==> config.mk <==
export PLATFORM = sky130hd
export DESIGN_NAME = bc_sequence_counter
export DESIGN_NICKNAME = d
export VERILOG_FILES = /design/src/rtl/bc_sequence_counter.sv
export SDC_FILE = /design/constraint.sdc
export NUM_CORES = 1
export LEC_CHECK = 0
export BUFFER_PORTS_ARGS = -buffer_cell sky130_fd_sc_hd__buf_2
export CORE_MARGIN = 4
export CORE_UTILIZATION = 35
export CTS_CLUSTER_SIZE = 28
export DETAILED_ROUTE_END_ITERATION = 8
export HOLD_SLACK_MARGIN = 0.06
export PLACE_DENSITY = 0.61
export SLEW_MARGIN = 20
export SYNTH_ARGS = -nofsm -noshare
export SYNTH_HDL_FRONTEND = slang
export SYNTH_SLANG_ARGS = --single-unit
export TNS_END_PERCENT = 20
==> constraint.sdc <==
create_clock -name clk -period 3.4 [get_ports clk]
set_input_delay 0.34 -clock clk [delete_from_list [all_inputs] [get_ports clk]]
set_output_delay 0.34 -clock clk [all_outputs]
set_load 0.02 [all_outputs]
==> src/rtl/bc_sequence_counter.sv <==
// ---------------------------------------------------------------------------
// bc_sequence_counter
//
// Timing sequence counter (SC) and start/stop (S) flip-flop for the Basic
// Computer control unit. The SC value feeds the 4-to-16 timing decoder
// directly (sc[0]->IN0 .. sc[3]->IN3) to produce T0..T15. The control logic
// advances, clears or halts the sequence. A busy memory stalls the sequence,
// and a watchdog aborts a stall that lasts too long. Completed instructions
// are counted.
//
// Ports:
//   clk           in   system clock, all state changes on the rising edge
//   rst_n         in   asynchronous active-low reset
//   start         in   single-cycle pulse, sets S and begins execution
//   halt          in   HLT executed, clears S at the next edge
//   sc_inr        in   advance SC to the next timing state
//   sc_clr        in   clear SC to 0 (end of instruction)
//   mem_busy      in   memory not ready, SC must not advance while high
//   sc            out  current timing state, to the decoder
//   run           out  S flip-flop
//   stalled       out  high while waiting on memory
//   wrap_err      out  sticky, SC was incremented from its maximum value
//   stall_timeout out  sticky, a stall exceeded WAIT_TIMEOUT cycles
//   instr_count   out  completed instructions, modulo 2^CNT_WIDTH
// ---------------------------------------------------------------------------
module bc_sequence_counter #(
  parameter int SC_WIDTH     = 4,
  parameter int WAIT_TIMEOUT = 15,
  parameter int CNT_WIDTH    = 16
) (
  input  logic                 clk,
  input  logic                 rst_n,
  input  logic                 start,
  input  logic                 halt,
  input  logic                 sc_inr,
  input  logic                 sc_clr,
  input  logic                 mem_busy,
  output logic [SC_WIDTH-1:0]  sc,
  output logic                 run,
  output logic                 stalled,
  output logic                 wrap_err,
  output logic                 stall_timeout,
  output logic [CNT_WIDTH-1:0] instr_count
);

  // WAIT_TIMEOUT is at most 255, so an 8-bit stall counter always suffices.
  localparam logic [7:0] TIMEOUT_VAL = 8'(WAIT_TIMEOUT);

  typedef enum logic [1:0] {
    IDLE  = 2'd0,
    RUN   = 2'd1,
    STALL = 2'd2
  } state_t;

  state_t                state_q, state_d;
  logic [SC_WIDTH-1:0]   sc_d;
  logic                  wrap_d;
  logic                  timeout_d;
  logic [CNT_WIDTH-1:0]  cnt_d;
  logic [7:0]            stall_q, stall_d;
  logic                  run_d;
  logic                  stalled_d;
  logic                  sc_at_max;

  // An increment from the all-ones value rolls SC over to zero and is
  // flagged as a sequencing error.
  assign sc_at_max = (sc == {SC_WIDTH{1'b1}});

  // State register. run and stalled are registered copies of the next-state
  // decode so that every output comes straight from a flop.
  always_ff @(posedge clk or negedge rst_n) begin
    if (!rst_n) begin
      state_q       <= IDLE;
      sc            <= '0;
      run           <= 1'b0;
      stalled       <= 1'b0;
      wrap_err      <= 1'b0;
      stall_timeout <= 1'b0;
      instr_count   <= '0;
      stall_q       <= '0;
    end else begin
      state_q       <= state_d;
      sc            <= sc_d;
      run           <= run_d;
      stalled       <= stalled_d;
      wrap_err      <= wrap_d;
      stall_timeout <= timeout_d;
      instr_count   <= cnt_d;
      stall_q       <= stall_d;
    end
  end

  // Next-state logic. Within RUN and STALL the checks are ordered by
  // priority: halt, then clear, then increment/stall handling. The pending
  // increment of a stall is implicit in being in STALL, so it is performed
  // exactly once when memory frees up, and sc_inr during the stall is moot.
  always_comb begin
    state_d   = state_q;
    sc_d      = sc;
    wrap_d    = wrap_err;
    timeout_d = stall_timeout;
    cnt_d     = instr_count;
    stall_d   = stall_q;

    unique case (state_q)
      IDLE: begin
        sc_d    = '0;
        stall_d = '0;
        if (start) begin
          state_d   = RUN;
          wrap_d    = 1'b0;
          timeout_d = 1'b0;
        end
      end

      RUN: begin
        if (halt) begin
          state_d = IDLE;
          sc_d    = '0;
          if (sc_clr) cnt_d = instr_count + CNT_WIDTH'(1);
        end else if (sc_clr) begin
          sc_d  = '0;
          cnt_d = instr_count + CNT_WIDTH'(1);
        end else if (sc_inr) begin
          if (!mem_busy) begin
            sc_d = sc + SC_WIDTH'(1);
            if (sc_at_max) wrap_d = 1'b1;
          end else begin
            state_d = STALL;
            stall_d = 8'd1;
          end
        end
      end

      STALL: begin
        if (halt) begin
          state_d = IDLE;
          sc_d    = '0;
          stall_d = '0;
        end else if (sc_clr) begin
          state_d = RUN;
          sc_d    = '0;
          cnt_d   = instr_count + CNT_WIDTH'(1);
          stall_d = '0;
        end else if (!mem_busy) begin
          state_d = RUN;
          sc_d    = sc + SC_WIDTH'(1);
          stall_d = '0;
          if (sc_at_max) wrap_d = 1'b1;
        end else if (stall_q == TIMEOUT_VAL) begin
          state_d   = IDLE;
          sc_d      = '0;
          timeout_d = 1'b1;
          stall_d   = '0;
        end else begin
          stall_d = stall_q + 8'd1;
        end
      end

      default: begin
        state_d = IDLE;
        sc_d    = '0;
        stall_d = '0;
      end
    endcase

    run_d     = (state_d != IDLE);
    stalled_d = (state_d == STALL);
  end

endmodule

* Word-level counts from Yosys, hierarchy flattened
Cells that the tools add are included.
** Word-level totals
- Flip-flop bits (word level) :: 34
- Output and inout bits :: 24
- Memories kept :: 0
- Bits in writable memories :: 0
- Latch bits :: 0
- Logic and storage cells :: 83
- Input port bits :: 7
- Bits in read-only memories :: 0
** Operators by class
- Shift-type cells :: 0
- Div/mod/pow operators :: 0
- Multiplexer cells :: 45
- Bitwise logic cells :: 0
- $mul :: 0
- Equality and inequality tests :: 17
- Reduce and logical (&&, ||, !) cells :: 10
- $lt $le $gt $ge :: 0
- Add/sub/neg operators :: 3
** Operators with widths (count)
- $mux W8 :: 8
- $mux W16 :: 2
- $mux W4 :: 8
- $pmux W16 S2 :: 1
- $mux W2 :: 9
- $ne A2 B2 Y1 const B :: 9
- $add A16 B1 Y16 const B :: 1
- $pmux W8 S2 :: 1
- $mux W1 :: 12
- $add A8 B1 Y8 const B :: 1
- $eq A8 B4 Y1 const B :: 1
- $ne A4 B4 Y1 const B :: 2
- $pmux W4 S2 :: 1
- $reduce_and A7 Y1 :: 1
- $pmux W2 S3 :: 1
- $reduce_and A6 Y1 :: 1
- $reduce_bool A2 Y1 :: 3
- $ne A5 B5 Y1 const B :: 1
- $add A4 B1 Y4 const B :: 1
- $eq A2 B2 Y1 const B :: 2
- $eq A4 B4 Y1 const B :: 1
- $reduce_and A4 Y1 :: 1
- $pmux W1 S3 :: 1
- $reduce_and A3 Y1 :: 1
- other kinds (5) :: 5

* Longest topological paths before layout
- Depth after elaboration :: 7
- Depth in mapped cells :: 7
- Depth with buffers taken out :: 6

* Worst setup path after synthesis
OpenSTA, ideal clock, no wires.
- Path type :: reg-to-reg
- From :: register state_q[0]
- To :: register instr_count[15]
- Slack :: 1.682 ns
- Stages on the path, launching flop included :: 7
- Path buffers :: 0
- Library setup time :: 0.128 ns
- Arrival :: 1.590 ns
- Path through :: dfrtp_1 > inv_1 > ha_1 > nand2_1 > a211oi_1 > nand4_1 > xnor2_1
** Between the ends
- Longest elaborated chain between the ends :: 3
** Ends and longest elaborated chain
- from (decl) :: RTL line 55 : state_t state_q, state_d;
- from (signal assigned) :: RTL line 82 : state_q <= state_d;
- $eq A2 B2 Y1 or $eq A2 B1 Y1 (tied branches) :: RTL line 105 : unique case (state_q)
- $ne A2 B2 Y1 (no source line) or $reduce_bool A2 Y1 (tied branches)
- $reduce_and A2 Y1 (no source line)
- to (signal assigned) :: RTL line 88 : instr_count <= cnt_d;
- to (decl) :: RTL line 43 : output logic [CNT_WIDTH-1:0] instr_count
Several ways; a longest one is shown, not always the timed one.
A chain may end at the register's enable or synchronous reset.

* Worst setup path in the final report
Ends and elaborated chain as after synthesis.

==> results list <==
* Run status: finished, final reports clean
* Hold crit path type: in2async
- Prior to clock tree synthesis, the placed netlist has a worst setup slack of 1312 ps.
* Starting density of the core: 0.3625
- Fraction of final layout cells with drive strength greater than 1: 0.2186
- The worst setup path is captured at a flip-flop.
* Global Route Usage Sum: 0.1268
- The count of final max-slew check failures came to 0.
- Register bit count reported by yosys: 34
* FF-to-FF path depth: 6
- After clock tree synthesis, the clock-pin slew on the worst setup and hold paths is about 80 ps.
- Gates resized, CTS repair: 0
* Drt initial violations: between 70 and 80
- In this run the clock root is driven by a clkbuf_8.
- In this run, post-CTS hold repair placed 0 buffers.
- In the finished design, the share of the clock period the worst path needs comes to 0.6175.
* Synthesized netlist cell count: 181
* Fmax: between 400 and 500 MHz
- Detailed placement finished with a half-perimeter wire length of around 2800 um.
* CP Data Arrival Time: between 2000 and 2500 ps
- Unrepaired setup endpoints after global routing: false
- Clock buffer depth: 2
- Total Neg Setup Slack: 0 ps
* Cell area power density: just over 600 nW/um^2
* Number of I/O port buffers: 30
- Ports: 31
- Die Footprint: 6555 um^2
- Startpoint type of the worst setup path: flip-flop
* Cell Rows: 26
- Wirelength, routed: between 3000 and 4000 um
- The number of different library cells used by synthesis comes to 46.
- The number of antenna diodes in the final layout is 0.
- Measured against its own limit, the worst slew margin works out to 0.4869.
* Number of global-route vias before repair: 1341
- Via/cell ratio: 5.133
- After layout, the minimum clock period comes to ~2100 ps.
- Area of all sequential standard cells: between 800 and 900 um^2
- For flop-to-flop paths, the worst setup slack is roughly 1300 ps.
- Summed over all layers, the global routing overflow is 0.
- Fraction of synthesis flops using an asynchronous set or reset pin: 1.000
- TritonCTS built the clock tree.
- Counting the fill cells in the layout gives 530.
* Number of DRC violations after detailed routing: 0
* Placeable core area: just over 5000 um^2
- Mean post-synth cell area: about 10 um^2
- Compared with the post-synthesis result, the final layout area differs by 19.01%.
- In the final design database the tool counted approximately 230 nets.
- The first TritonRoute pass finished after 4 iterations.
- CTS H-tree lvls: 2
- For the worst-skew pair, the clock arrives at the later sink with an insertion delay of just under 300 ps.
- Required arrival time at the worst endpoint: 3580 ps
- The first global-routing pass estimated between 6000 and 7000 um of wire.
- Largest driver fanout on the critical path: 6
* Routability-driven placement congestion ratio: 0.7972
- Final hold violation count: 0
- Across all setup checks in the final design, the least slack found is roughly 1300 ps.
- Top FF cell, synth: dfrtp_1
- The multi-input combinational cells in the finished layout cover a total of around 960 um^2.
- In this run the remaining antenna-violating nets after routing total 0.
* Pin count of the biggest net entering global routing: 35
- Across the VDD grid, the largest voltage drop is 0.3336 mV.
- Postcts setup bufs: 0
- Static leakage: just over 1 nW
- Syn Nets: about 200
* Inserted Clock Buffers: 5
* Worst-margin pin slew: roughly 770 ps
- The initial antenna violation count is 0.
- The Yosys step of the flow raised 0 warnings.
* Overall die height: between 80 and 90 um
- In this run the horizontal extent of the chip is about 80 um.
- Post-synth design cell area: 1863 um^2
- Of the synthesized area, sequential elements account for 0.4567.
* Worst R2R Start: state_q[0]
- Worst setup path class: reg2reg
* Sink Count: 34
- Max-cap violations in this run came to 0.
- Across all layers, the routed design uses between 1000 and 1500 vias.
- Max Clock Skew: 8.332 ps
- Routed length per placed instance: approximately 13 um
* RR Endpoint: instr_count[15]
- Setup Viol. Count Final: 0
- In this run, synthesis inferred 0 flip-flops with an integrated enable.
## stage by stage
stage           power, W  cells  area (um^2)  utilization  hold WS, ps
6_report        0.001373    285         2217       0.4314        113.6
5_1_grt         0.001462    285         2217       0.4314        180.0
4_1_cts         0.001389    285         2217       0.4314        156.0
3_5_place_dp   0.0009173    277         2074       0.4036        469.2
3_3_place_gp   0.0009118    277         2074       0.4036        460.1
2_1_floorplan  0.0008028    181         1863            -        44.41
## critical path, stage by stage (launching register included)
cell      delay [ps]
dfrtp_1          420
inv_1            100
ha_1             410
nand2_1          150
a211oi_1         550
nand4_1          190
xnor2_1          160
## layer usage
| metal | up-vias | part of all wire | wire (um) | track usage |
|---|---|---|---|---|
| met5 | - | 0 | 0 | 0 |
| met4 | 0 | 0.020 | 78 | 0.06588 |
| met3 | 7 | 0.044 | 166 | 0.03104 |
| met2 | 28 | 0.43 | 1650 | 0.1732 |
| met1 | 704 | 0.50 | 1910 | 0.1831 |
| li1 | 724 | - | - | - |
## final cells by class
type / instances / share of cell area
clock buffer: 6 / 0.03725
clock inverter: 2 / 0.02709
inverter: 7 / 0.01185
multi-input combinational: 136 / 0.4328
sequential: 34 / 0.3837
tap: 70 / 0.03950
timing repair buffer: 30 / 0.06772
## registers in the layout (all words and copies together) (netlist names)
register       count
stall_q            8
run                1
state_q            2
stall_timeout      1
instr_count       16
wrap_err           1
stalled            1
sc                 4
## report_power, final
part           internal (W)  switching (W)
clock network      0.000313       0.000153
registers          0.000460      0.0000629
logic              0.000135       0.000249
total              0.000908       0.000465
## cells in the mapped netlist, types with 2 or more instances
library cell	number	area share
dfrtp_1	34	0.46
xnor2_1	15	0.071
nor2_1	13	0.026
nand2_1	12	0.024
a21oi_1	10	0.027
nand3_1	10	0.027
ha_1	7	0.047
inv_1	7	0.014
nand4_1	7	0.024
o21ai_0	6	0.016
xor2_1	5	0.024
a211oi_1	4	0.016
nand2b_1	4	0.013
and3_1	3	0.010
buf_2	3	0.0081
nor2b_1	3	0.010
o211ai_1	3	0.012
a211oi_2	2	0.013
a31oi_1	2	0.0067
a32o_1	2	0.011
and2_1	2	0.0067
mux2_2	2	0.012
o21a_1	2	0.0081
## cells in the final DEF, fill, tap and decap left out, drive strengths merged, types with 2 or more instances in the layout
cell type,count
xor2,5
nand2b,4
nor2,13
a211oi,6
inv,7
buf,30
clkbuf,6
ha,7
and2,2
a21oi,10
a32o,2
or3,2
mux2,2
nor3b,2
nand4,7
and3,3
nor2b,3
nand3,10
nand2,13
bufinv,2
xnor2,15
o21ai,7
dfrtp,34
a31oi,2
o211ai,3
o21a,2
## cell families after synthesis
kind of cell	after synthesis	share of synthesized area
buf+inv	11	0.02821
fa+ha+maj	7	0.04701
compound gates	41	0.1598
xor+xnor	20	0.09402
simple gates	65	0.1968
flops	34	0.4567
mux	3	0.01746
## worst max path at each step
stage / from / end / slack [ps] / cells after the start
after floorplan: state_q[0] / instr_count[15] / 1680 / 6
after global placement: state_q[0] / instr_count[15] / 1370 / 6
after detailed placement: state_q[0] / instr_count[15] / 1310 / 6
after CTS: state_q[0] / instr_count[15] / 1290 / 6
after global routing: state_q[1] / run / 1140 / 6
final: state_q[0] / instr_count[15] / 1300 / 6
Note: power is estimated with default switching activity, not from simulation.
